<file path="src/rtl/fetch_pkg.sv">
// Shared types and constants for the instruction fetch unit.
package fetch_pkg;

  localparam int unsigned XLEN       = 32;
  localparam int unsigned INST_W     = 32;
  localparam int unsigned ILEN_BYTES = 4;

  // Clears the byte-offset bits of an address so it points at a whole word.
  localparam logic [XLEN-1:0] ALIGN_MASK = ~XLEN'(ILEN_BYTES - 1);

  typedef enum logic [1:0] {
    ST_IDLE = 2'd0,
    ST_REQ  = 2'd1,
    ST_WAIT = 2'd2,
    ST_DROP = 2'd3
  } fetch_state_e;

  // One fetched instruction together with the address it came from.
  typedef struct packed {
    logic [INST_W-1:0] inst;
    logic [XLEN-1:0]   pc;
  } fetch_entry_t;

  // Force an address onto a word boundary.
  function automatic logic [XLEN-1:0] word_align(input logic [XLEN-1:0] a);
    return a & ALIGN_MASK;
  endfunction

  // Sequential next fetch address; wraps modulo 2^XLEN.
  function automatic logic [XLEN-1:0] pc_incr(input logic [XLEN-1:0] a);
    return a + XLEN'(ILEN_BYTES);
  endfunction

endpackage

</file>
<file path="src/rtl/fetch_buf.sv">
// One-entry output buffer between instruction memory and decode.
module fetch_buf
  import fetch_pkg::*;
(
  input  logic         clk,
  input  logic         rst,
  input  logic         i_load,
  input  logic         i_flush,
  input  logic         i_ready,
  input  fetch_entry_t i_entry,
  output logic         o_valid,
  output fetch_entry_t o_entry
);

  logic         r_valid;
  fetch_entry_t r_entry;

  // Occupancy: a flush wins, a refill wins over a same-cycle consume.
  always_ff @(posedge clk or posedge rst) begin
    if (rst) begin
      r_valid <= 1'b0;
    end else if (i_flush) begin
      r_valid <= 1'b0;
    end else if (i_load) begin
      r_valid <= 1'b1;
    end else if (r_valid && i_ready) begin
      r_valid <= 1'b0;
    end
  end

  // Payload only changes on a real load, so a stalled entry stays put.
  always_ff @(posedge clk or posedge rst) begin
    if (rst) begin
      r_entry <= '0;
    end else if (i_load && !i_flush) begin
      r_entry <= i_entry;
    end
  end

  assign o_valid = r_valid;
  assign o_entry = r_entry;

endmodule

</file>
<file path="src/rtl/fetch_unit.sv">
// Instruction fetch unit: pc sequencing, single outstanding memory request,
// branch redirect with response dropping, and a one-entry decode buffer.
module fetch_unit
  import fetch_pkg::*;
#(
  parameter logic [XLEN-1:0] RESET_PC = 32'h0000_0000
) (
  input  logic              clk,
  input  logic              rst,
  input  logic              jreq,
  input  logic [XLEN-1:0]   jval,
  output logic              ireq,
  output logic [XLEN-1:0]   iaddr,
  input  logic              igrant,
  input  logic              iack,
  input  logic [INST_W-1:0] idata,
  output logic              inst_valid,
  input  logic              inst_ready,
  output logic [INST_W-1:0] inst,
  output logic [XLEN-1:0]   inst_pc
);

  fetch_state_e r_state;
  fetch_state_e w_state_nxt;
  logic [XLEN-1:0] r_pc;
  logic [XLEN-1:0] r_req_pc;

  logic         w_ireq;
  logic         w_grant;
  logic         w_load;
  logic         w_buf_valid;
  fetch_entry_t w_buf_entry;
  fetch_entry_t w_load_entry;

  assign w_grant = w_ireq & igrant;

  // State register.
  always_ff @(posedge clk or posedge rst) begin
    if (rst) begin
      r_state <= ST_IDLE;
    end else begin
      r_state <= w_state_nxt;
    end
  end

  // Next-state: a redirect turns any in-flight response into one to drop.
  always_comb begin
    w_state_nxt = r_state;
    case (r_state)
      ST_IDLE: w_state_nxt = ST_REQ;
      ST_REQ: begin
        if (w_grant) begin
          w_state_nxt = jreq ? ST_DROP : ST_WAIT;
        end
      end
      ST_WAIT: begin
        if (iack) begin
          w_state_nxt = ST_REQ;
        end else if (jreq) begin
          w_state_nxt = ST_DROP;
        end
      end
      ST_DROP: begin
        if (iack) begin
          w_state_nxt = ST_REQ;
        end
      end
      default: w_state_nxt = ST_IDLE;
    endcase
  end

  // Outputs: request only when the buffer has room (or is draining now).
  always_comb begin
    w_ireq = 1'b0;
    w_load = 1'b0;
    case (r_state)
      ST_REQ:  w_ireq = !w_buf_valid || inst_ready;
      ST_WAIT: w_load = iack && !jreq;
      default: begin
        w_ireq = 1'b0;
        w_load = 1'b0;
      end
    endcase
  end

  // Program counter: redirect has priority over sequential advance.
  always_ff @(posedge clk or posedge rst) begin
    if (rst) begin
      r_pc <= RESET_PC;
    end else if (jreq) begin
      r_pc <= word_align(jval);
    end else if (w_grant) begin
      r_pc <= pc_incr(r_pc);
    end
  end

  // Address of the request currently in flight, tagged onto its response.
  always_ff @(posedge clk or posedge rst) begin
    if (rst) begin
      r_req_pc <= RESET_PC;
    end else if (w_grant) begin
      r_req_pc <= r_pc;
    end
  end

  assign w_load_entry = '{inst: idata, pc: r_req_pc};

  fetch_buf u_buf (
    .clk     (clk),
    .rst     (rst),
    .i_load  (w_load),
    .i_flush (jreq),
    .i_ready (inst_ready),
    .i_entry (w_load_entry),
    .o_valid (w_buf_valid),
    .o_entry (w_buf_entry)
  );

  assign ireq       = w_ireq;
  assign iaddr      = r_pc;
  assign inst_valid = w_buf_valid;
  assign inst       = w_buf_entry.inst;
  assign inst_pc    = w_buf_entry.pc;

endmodule

</file>
<file path="config.mk">
export PLATFORM = sky130hd
export DESIGN_NAME = fetch_unit
export DESIGN_NICKNAME = d
export VERILOG_FILES = /design/src/rtl/fetch_pkg.sv /design/src/rtl/fetch_buf.sv /design/src/rtl/fetch_unit.sv
export SDC_FILE = /design/constraint.sdc
export NUM_CORES = 1
export LEC_CHECK = 0
export ABC_AREA = 1
export CAP_MARGIN = 10
export CELL_PAD_IN_SITES_DETAIL_PLACEMENT = 0
export CELL_PAD_IN_SITES_GLOBAL_PLACEMENT = 1
export CORE_AREA = 2 2 119 167
export CTS_CLUSTER_SIZE = 12
export DETAILED_ROUTE_END_ITERATION = 12
export DIE_AREA = 0 0 121 169
export PLACE_DENSITY_LB_ADDON = 0.1
export SLEW_MARGIN = 20
export SYNTH_ARGS = -nofsm -noshare
export SYNTH_HDL_FRONTEND = slang
export SYNTH_SLANG_ARGS = --single-unit
</file>
<file path="constraint.sdc">
create_clock -name clk -period 3.75 [get_ports clk]
set_input_delay 0.5625 -clock clk [delete_from_list [all_inputs] [get_ports clk]]
set_output_delay 0.5625 -clock clk [all_outputs]
set_load 0.01 [all_outputs]
</file>
== Word-level counts from Yosys, hierarchy flattened ==
Index checks and enable logic that the tools add are counted.
Operators by class
  add/sub/neg operators: 1
  multiply operators: 0
  div/mod/pow operators: 0
  order comparisons: 0
  equality and inequality tests: 6
  shift operators: 0
  multiplexer cells: 13
  bitwise gates (word level): 1
  reductions and logical operators: 10
Operator list (number)
  32-bit two-way mux: 2
  32-bit by 3-bit adder with 32-bit output, second input constant: 1
  2-bit two-way mux: 4
  2-bit one-hot mux with 4 select lines: 1
  1-bit two-way mux: 6
  2-bit equality test, second input constant: 2
  2-bit != test, second input constant: 2
  1-bit logical AND: 3
  3-bit != test, second input constant: 1
  3-bit AND reduction: 1
  3-bit nonzero test: 1
  2-bit by 1-bit equality test with 1-bit output, second input constant: 1
  1-bit zero test: 2
  2-bit zero test: 1
  2-bit nonzero test: 1
  1-bit bitwise AND: 1
  1-bit logical OR: 1
Word-level totals
  register bits: 131
  bits in latches: 0
  RAM bits: 0
  ROM bits: 0
  input bits: 70
  output and inout port bits: 98
  word-level logic and storage cells: 37
  memories kept: 0

== Logic depth before layout (Yosys ltp) ==
Gate-level depths: netlist (run 1).
  word-level depth: 6
  gate-level depth with buffers: 9
  mapped depth without buffers: 9

== By module ==
From an unflattened synthesis (run 1), not the netlist that was laid out.
Second synthesis, totals
  cells, all modules: 761
  area total of the unflattened synthesis: 6127.1 µm²
Modules (own cells, without submodules)
  fetch_unit: instances 1, cells each 477, area each 3509.6 µm², sequential area each 1551.5 µm²
  fetch_buf: instances 1, cells each 284, area each 2617.5 µm², sequential area each 1626.6 µm²

== Least setup slack after synthesis (run 1) ==
No wires, ideal clock.
  kind: input port to flip-flop
  start: input jreq
  end: register u_buf.r_entry (netlist bit u_buf.o_entry[10])
  setup time: 0.125 ns
  arrival: 1.384 ns
  required time: 3.625 ns
  setup slack: 2.241 ns
  stages on the path: 5
  path buffers: 2
  path through: buf_2 -> nor2_4 -> nand2_4 -> buf_6 -> mux2_4
Between the ends
  word-level cells in the longest chain between the ends: 4
Ends and longest elaborated chain
  start, declared: RTL line fetch_unit.sv:10  | input logic jreq,
  1-bit zero test (*): RTL line fetch_buf.sv:35, fetch_unit.sv:78
  1-bit logical AND: RTL line fetch_unit.sv:78  | ST_WAIT: w_load = iack && !jreq;
  1-bit two-way mux: RTL line fetch_unit.sv:76  | case (r_state)
  1-bit logical AND (*): RTL line fetch_buf.sv:35  | end else if (i_load && !i_flush) begin
  end signal, assigned: RTL line fetch_buf.sv:36  | r_entry <= i_entry;
  end, declared: RTL line fetch_buf.sv:16  | fetch_entry_t r_entry;
Every way passes the cells marked *; elsewhere a longest branch is shown, timed or not.
A chain may end at the register's enable or synchronous reset.

== Worst setup path in the final report (run 1) ==
  start: register r_state[1]
  end: output ireq
Between the ends
  word-level cells in the longest chain between the ends: 2
Ends and longest elaborated chain
  start, declared: RTL line fetch_unit.sv:23  | fetch_state_e r_state;
  start signal, assigned: RTL line fetch_unit.sv:42  | r_state <= w_state_nxt;
  2-bit by 1-bit equality test with 1-bit output: RTL line fetch_unit.sv:76
  1-bit two-way mux: RTL line fetch_unit.sv:76
  end, declared: RTL line fetch_unit.sv:12  | output logic ireq,
Every way passes these cells.

==> results of run 1 <==
## worst max-delay path: cells and delay by family, from the launching register on
family / cells / cell delay (ps)
DFF: 1 / 400
adders and majority gates: 1 / 210
and+or+nand+nor: 1 / 100
buffers and inverters: 3 / 740
## registers in the layout, summed over array words and instances (netlist names)
register       flops
u_buf.o_entry     62
u_buf.o_valid      1
iaddr             30
r_state            2
r_req_pc          30
## metrics by stage
stage          instances  total power, mW
2_1_floorplan        622             3.40
3_3_place_gp        1015             4.50
3_5_place_dp        1015             4.55
4_1_cts             1047             6.38
5_1_grt             1047             6.70
6_report            1047             6.28
## worst paths after layout
path | start | to | depth (start not counted)
min in group asynchronous | rst | u_buf.o_entry[43] | 2
min | r_req_pc[25] | r_req_pc[25] | 2
max in group asynchronous | rst | u_buf.o_entry[12] | 3
max | r_state[1] | ireq | 5
min reg2reg | r_req_pc[25] | r_req_pc[25] | 2
max reg2reg | r_state[1] | r_state[1] | 6
## cell families (layout without fill, tap and decap cells)
group                    Yosys count  after routing  share of synthesized area [%]
AO/OA/AOI/OAI                     71             71                           6.11
XOR/XNOR                           5              5                          0.715
adder cells (fa/ha/maj)            4              4                          0.817
buffers and inverters             88            265                           6.70
flip-flops                       125            125                           51.1
multiplexers                      62             62                           15.0
other                              1              4                         0.0612
AND/OR/NAND/NOR                  263            263                           19.5
## power by group through the flow
stage | combinational (mW) | clock, mW | sequential, mW
final | 2.24 | 1.78 | 2.26
after global routing | 2.44 | 1.92 | 2.34
after CTS | 2.28 | 1.84 | 2.27
after detailed placement | 2.26 | 0 | 2.28
after global placement | 2.25 | 0 | 2.26
after floorplan | 1.01 | 0 | 2.39
## final cells by class
class	count	area, um^2	share of cell area [%]
multi-input cells	409	2600	30.1
well taps	248	310	3.60
flip-flops and latches	125	3130	36.2
inverters	64	244	2.83
clock inverters	12	185	2.15
repair buffers	169	1700	19.7
clock buffers	20	467	5.41
## metal layers
metal | global-route usage [%] | wire length, um | part of all wire (%)
met3 | 4.01 | 761 | 4.7
met1 | 21.2 | 7320 | 45
met4 | 4.60 | 144 | 0.88
met5 | 0 | 0 | 0
met2 | 28.1 | 8090 | 50
## placed cells by master (no fill, tap or decap), types with 2 or more instances in the layout
| master | netlist | layout |
|---|---|---|
| sky130_fd_sc_hd__clkinvlp_4 | 0 | 5 |
| sky130_fd_sc_hd__nor2_1 | 31 | 31 |
| sky130_fd_sc_hd__inv_1 | 62 | 61 |
| sky130_fd_sc_hd__nor2_8 | 2 | 2 |
| sky130_fd_sc_hd__nand2_1 | 162 | 162 |
| sky130_fd_sc_hd__clkdlybuf4s50_1 | 0 | 161 |
| sky130_fd_sc_hd__o21ai_0 | 54 | 54 |
| sky130_fd_sc_hd__buf_12 | 0 | 2 |
| sky130_fd_sc_hd__mux2_4 | 59 | 59 |
| sky130_fd_sc_hd__nand3_1 | 45 | 45 |
| sky130_fd_sc_hd__xor2_1 | 4 | 4 |
| sky130_fd_sc_hd__nand2_4 | 3 | 3 |
| sky130_fd_sc_hd__bufinv_16 | 0 | 4 |
| sky130_fd_sc_hd__a21oi_1 | 3 | 3 |
| sky130_fd_sc_hd__inv_2 | 2 | 2 |
| sky130_fd_sc_hd__clkbuf_8 | 1 | 3 |
| sky130_fd_sc_hd__nor2_2 | 5 | 5 |
| sky130_fd_sc_hd__clkbuf_16 | 0 | 17 |
| sky130_fd_sc_hd__nand2_2 | 6 | 6 |
| sky130_fd_sc_hd__o21bai_1 | 5 | 5 |
| sky130_fd_sc_hd__ha_1 | 4 | 4 |
| sky130_fd_sc_hd__conb_1 | 1 | 4 |
| sky130_fd_sc_hd__o21ai_1 | 6 | 6 |
| sky130_fd_sc_hd__buf_4 | 5 | 6 |
| sky130_fd_sc_hd__mux2_2 | 3 | 3 |
| sky130_fd_sc_hd__nor2_4 | 6 | 6 |
| sky130_fd_sc_hd__clkinv_4 | 0 | 3 |
| sky130_fd_sc_hd__dfrtp_1 | 125 | 125 |
==> summary.json, run 1 <==
{
  "static_leakage_nw": 4.09,
  "iteration_count_of_the_initial_detailed_routing_pass": 4,
  "track_usage_pct": 16.7,
  "crit_path_frequent_cell": "sky130_fd_sc_hd__inv_1",
  "hold_buffers": 0,
  "htreeDepth": 4,
  "maxCapViolCount": 0,
  "post_place_setup_slack_ps": 1110,
  "hold-worst-slack_ps": 485,
  "grt_overflow_total": 0,
  "numClockSinks": 125,
  "yosysWarningCount": 0,
  "powerDensity_mw_per_mm2": 728,
  "ctsLongestPathBuffers": 2,
  "utilization_pct": 45.4,
  "dr_drc_count": 0,
  "status": "completed",
  "cts.clk_slew.worst_paths_ps": 60,
  "synth_largest_type_area_fraction_pct": 51.1,
  "tightestPinTransition_ps": 839,
  "setup.worst_path.start_class": "register",
  "drt_first_iter_violations": 173,
  "crit_type": "register to output port",
  "worst_path_largest_cell_delay_ps": 560,
  "cp_max_fo": 3,
  "detailed_place_hpwl_um": 11800,
  "antenna_found_initial": 0,
  "area_growth_syn_to_layout_pct": 40.9,
  "cts_tree": "built",
  "synthDistinctLibCells": 33,
  "fillers": 1803,
  "fin_setup_tns_ps": 0,
  "cts_resized": 0,
  "num_vias": 4662,
  "timing.final.crit_period_ps": 2430,
  "signal_arrival_time_at_the_worst_endpoint_ps": 1870,
  "clock-skew-final_ps": 8.45,
  "rsz_0062_raised_after_global_routing": "no",
  "synth.cell_area_mm2": 0.00613,
  "netlist_instances": 619,
  "final_area_mm2": 0.00863,
  "share_comb_of_total_power_pct": 35.7,
  "io_pins": 168,
  "synth.yosys.seq_area_share_pct": 51.1,
  "clkPwrFrac_pct": 28.4,
  "hold_path.class": "register to register",
  "post-synth-top-area-cell": "sky130_fd_sc_hd__dfrtp_1",
  "initial_util_pct": 32.3,
  "timing.max_slew.rel_slack_pct": 44.0,
  "ant_nets": 0,
  "synth_area_per_cell_um2": 9.90,
  "die_width_um": 121,
  "achievable-frequency_mhz": 411,
  "route.detailed.vias_per_inst": 4.45,
  "crit_slowest_cell": "sky130_fd_sc_hd__clkdlybuf4s50_1",
  "max-vdd-ir-drop_mv": 0.334,
  "floorplan.die.height_um": 169,
  "numPortBuffers": 161,
  "avgRoutedWirePerCell_um": 15.6,
  "grt_pass1_wl_um": 26300,
  "worstPathCellList": "inv_1, ha_1, inv_1, nor2_1, clkdlybuf4s50_1",
  "required_ps": 3190,
  "power.net_switching_mw": 1.90,
  "postSynth.asyncResetShare_pct": 100,
  "insertion_delay_ps": 410,
  "core_area_mm2": 0.0190,
  "yosys_most_used_dff": "sky130_fd_sc_hd__dfrtp_1",
  "netSwitchingFraction_pct": 30.2,
  "cts_buffers": 17,
  "setup_viol": 0,
  "synthMostInstantiatedCell": "sky130_fd_sc_hd__nand2_1",
  "grt_start_max_net_pins": 40,
  "vias_in_the_first_global_route": 4849,
  "internal_power_mw": 4.38,
  "cts_setup_buffers": 0,
  "placement.cell_area_mm2": 0.00798,
  "worst-r2r-setup-slack_ps": 1570,
  "cts_root_buffer": "sky130_fd_sc_hd__clkbuf_16",
  "postLayoutSetupSlackWorst_ps": 1320,
  "nNetsFinal": 860,
  "cp-end-kind": "output port",
  "sequentialPowerShare_pct": 35.9,
  "antenna_cells": 0,
  "ys_top_cells_by_count": "162 x sky130_fd_sc_hd__nand2_1, 125 x sky130_fd_sc_hd__dfrtp_1, 62 x sky130_fd_sc_hd__inv_1",
  "row_count": 60,
  "final_layout_size_suffix_gt1_share_pct": 16.1,
  "slew_viol_final": 0,
  "die_ar_mm2": 0.0204,
  "wirelength_um": 16300,
  "finalWeightedCongestion": 0.871,
  "min_period_over_period_pct": 64.8,
  "hold_viol_final": 0,
  "postSynthRegisterBits": 125,
  "synth_enable_flop_cells": 0,
  "synthTopCellsByArea": "sky130_fd_sc_hd__dfrtp_1 51%, sky130_fd_sc_hd__mux2_4 14%, sky130_fd_sc_hd__nand2_1 9.9%"
}
Note: power is estimated with default switching activity, not from simulation.
==> run 2: changes to the inputs <==
Clock period 3.75 ns to 2.14 ns, I/O delays scaled along.
==> run 2 against run 1 <==
  * Non-clock buffer count up 5
  * Clock skew down 1.8 ps
  * Sequential share of layout area about the same
  * Worst hold slack worse by 300 ps
  * Global-route usage about the same
  * Cell area about the same
  * Critical endpoint unchanged
==> summary.json, run 2 (synthesis results as in run 1) <==
{
  "hold_buffers": {"value": 0, "change": "unchanged"},
  "num_vias": {"value": 4714, "change": "+1.1%"},
  "worstPathCellList": "inv_1, ha_2, inv_1, nor2_1, dlygate4sd2_1",
  "cts.clk_slew.worst_paths": {"value": 60, "unit": "ps", "change": "about the same"},
  "signal_arrival_time_at_the_worst_endpoint": {"value": 1590, "unit": "ps", "change": "-280 ps"},
  "critPathLaunch": "r_state[1]",
  "insertion_delay": {"value": 410, "unit": "ps", "change": "about the same"},
  "vias_in_the_first_global_route": {"value": 5003, "change": "+3.2%"},
  "numClockSinks": {"value": 125, "change": "unchanged"},
  "detailed_place_hpwl": {"value": 12000, "unit": "um", "change": "+1.6%"},
  "ff2ff_path_depth": {"value": 7, "change": "+1"},
  "area_growth_syn_to_layout": {"value": 40.8, "unit": "%", "change": "about the same"},
  "row_count": {"value": 60, "change": "unchanged"},
  "timing.critical_path.to": "ireq",
  "avgRoutedWirePerCell": {"value": 15.5, "unit": "um", "change": "-0.40%"},
  "slew_viol_final": {"value": 0, "change": "unchanged"},
  "clock-skew-final": {"value": 6.64, "unit": "ps", "change": "-1.81 ps"},
  "crit_path_frequent_cell": "sky130_fd_sc_hd__inv_1",
  "wirelength": {"value": 16300, "unit": "um", "change": "about the same"},
  "rsz_0062_raised_after_global_routing": "no",
  "track_usage": {"value": 16.7, "unit": "%", "change": "about the same"},
  "grt_start_max_net_pins": {"value": 55, "change": "+38%"},
  "grt_overflow_total": {"value": 0, "change": "unchanged"},
  "fin_setup_tns": {"value": 0, "unit": "ps", "change": "unchanged"},
  "drt_first_iter_violations": {"value": 188, "change": "+8.7%"},
  "r2r-end": "u_buf.o_entry[35]",
  "cp-end-kind": "output port",
  "fillers": {"value": 1855, "change": "+2.9%"},
  "worst_path_largest_cell_delay": {"value": 420, "unit": "ps", "change": "-140 ps"},
  "status": "completed",
  "most-common-layout-cells": "162 x sky130_fd_sc_hd__nand2_1, 160 x sky130_fd_sc_hd__clkdlybuf4s50_1, 125 x sky130_fd_sc_hd__dfrtp_1",
  "floorplan.die.height": {"value": 169, "unit": "um", "change": "unchanged"},
  "worst-r2r-setup-slack": {"value": 490, "unit": "ps", "change": "-1080 ps"},
  "cp_max_fo": {"value": 3, "change": "unchanged"},
  "timing.final.crit_period_ps": 1910,
  "most_common_library_cell_in_the_layout_ignoring_fill_and_taps": "sky130_fd_sc_hd__nand2_1",
  "finalWeightedCongestion": {"value": 0.871, "change": "about the same"},
  "dr_drc_count": {"value": 0, "change": "unchanged"},
  "htreeDepth": {"value": 4, "change": "unchanged"},
  "crit_type": "register to output port",
  "numPortBuffers": {"value": 161, "change": "unchanged"},
  "crit_slowest_cell": "sky130_fd_sc_hd__dfrtp_1",
  "die_ar": {"value": 0.0204, "unit": "mm^2", "change": "unchanged"},
  "setup.worst_path.start_class": "register",
  "cts_buffers": {"value": 17, "change": "unchanged"},
  "cts_resized": {"value": 2, "change": "+2"},
  "static_leakage": {"value": 4.10, "unit": "nW", "change": "+0.24%"},
  "achievable-frequency_mhz": 524,
  "required": {"value": 1820, "unit": "ps", "change": "-1370 ps"},
  "largest_register_ff_count": {"value": 62, "change": "unchanged"},
  "nNetsFinal": {"value": 865, "change": "+0.58%"},
  "finalPower": {"value": 10.8, "unit": "mW", "change": "+72%"},
  "crit-reg2reg-launch": "r_state[0]",
  "maxCapViolCount": {"value": 0, "change": "unchanged"},
  "antenna_cells": {"value": 0, "change": "unchanged"},
  "cts_tree": "built",
  "initial_util": {"value": 32.3, "unit": "%", "change": "unchanged"},
  "hold_path.class": "primary input to async pin",
  "min_period_over_period_pct": 89.1,
  "cts_setup_buffers": {"value": 0, "change": "unchanged"},
  "ant_nets": {"value": 0, "change": "unchanged"},
  "route.detailed.vias_per_inst": {"value": 4.48, "change": "+0.63%"},
  "core_area": {"value": 0.0190, "unit": "mm^2", "change": "unchanged"},
  "die_width": {"value": 121, "unit": "um", "change": "unchanged"},
  "ctsLongestPathBuffers": {"value": 2, "change": "unchanged"},
  "powerDensity": {"value": 1250, "unit": "mW/mm^2", "change": "+72%"},
  "io_pins": {"value": 168, "change": "unchanged"},
  "max-vdd-ir-drop": {"value": 0.560, "unit": "mV", "change": "+68%"},
  "setup_viol": {"value": 0, "change": "unchanged"},
  "final_layout_size_suffix_gt1_share": {"value": 16.4, "unit": "%", "change": "+0.27 points"},
  "hold_viol_final": {"value": 0, "change": "unchanged"},
  "antenna_found_initial": {"value": 0, "change": "unchanged"},
  "iteration_count_of_the_initial_detailed_routing_pass": {"value": 4, "change": "unchanged"},
  "grt_pass1_wl": {"value": 26400, "unit": "um", "change": "+0.55%"},
  "cts_root_buffer": "sky130_fd_sc_hd__clkbuf_16"
}
-- run 2: cell count changes in the layout (fill, tap and decap cells not counted) --
cell,before,now
sky130_fd_sc_hd__dlygate4sd2_1,0,1
sky130_fd_sc_hd__ha_1,4,3
sky130_fd_sc_hd__buf_4,6,9
sky130_fd_sc_hd__clkinvlp_4,5,4
sky130_fd_sc_hd__buf_12,2,4
sky130_fd_sc_hd__clkdlybuf4s50_1,161,160
sky130_fd_sc_hd__ha_2,0,1
sky130_fd_sc_hd__bufinv_16,4,3
sky130_fd_sc_hd__clkinv_2,0,5
sky130_fd_sc_hd__clkinv_4,3,1
sky130_fd_sc_hd__clkbuf_1,0,3
sky130_fd_sc_hd__clkbuf_8,3,0
sky130_fd_sc_hd__inv_6,1,0
-- run 2: per-stage QoR --
step                      instances  setup slack [ps]  instance area, um^2  hold WS, ps  utilization (%)
after floorplan                 622               280                 6140          449                -
after global placement         1020               185                 8040          466             42.3
after detailed placement       1020               216                 8040          470             42.3
after CTS                      1052               192                 8620          163             45.4
after global routing           1052               121                 8620          166             45.4
final                          1052               233                 8620          181             45.4
-- run 2: worst max-delay path: cells and delay by family (launching register included) --
family | cells | cell delay (ps)
buf+inv | 3 | 440
flops | 1 | 420
fa+ha+maj | 1 | 200
simple gates | 1 | 110
-- run 2: power by group --
group | switching, mW | internal (mW)
Sequential | 0.661 | 3.30
Clock | 1.06 | 1.82
Combinational | 1.60 | 2.34
-- run 2: routing by layer --
layer	vias to the layer above	track usage [%]	part of all wire [%]
met1	2215	20.7	44
li1	2344	-	-
met3	19	3.94	4.8
met2	136	28.3	50
met5	-	0	0
met4	0	5.56	1.4
-- run 2: worst min path at each step --
stage | to | slack [ps] | startpoint
after floorplan | r_req_pc[3] | 450 | r_req_pc[3]
after global placement | r_req_pc[3] | 470 | r_req_pc[3]
after detailed placement | r_req_pc[4] | 470 | r_req_pc[4]
after CTS | u_buf.o_entry[37] | 160 | rst
after global routing | u_buf.o_entry[41] | 170 | rst
final | u_buf.o_entry[37] | 180 | rst
-- run 2: area by class of cell --
type                       count  area [um^2]  share of cell area (%)
clock buffer                  20          437                    5.06
clock inverter                12          146                    1.70
inverter                      64          244                    2.83
multi-input combinational    409         2600                    30.2
sequential                   125         3130                    36.3
tap                          248          310                    3.60
timing repair buffer         174         1760                    20.4
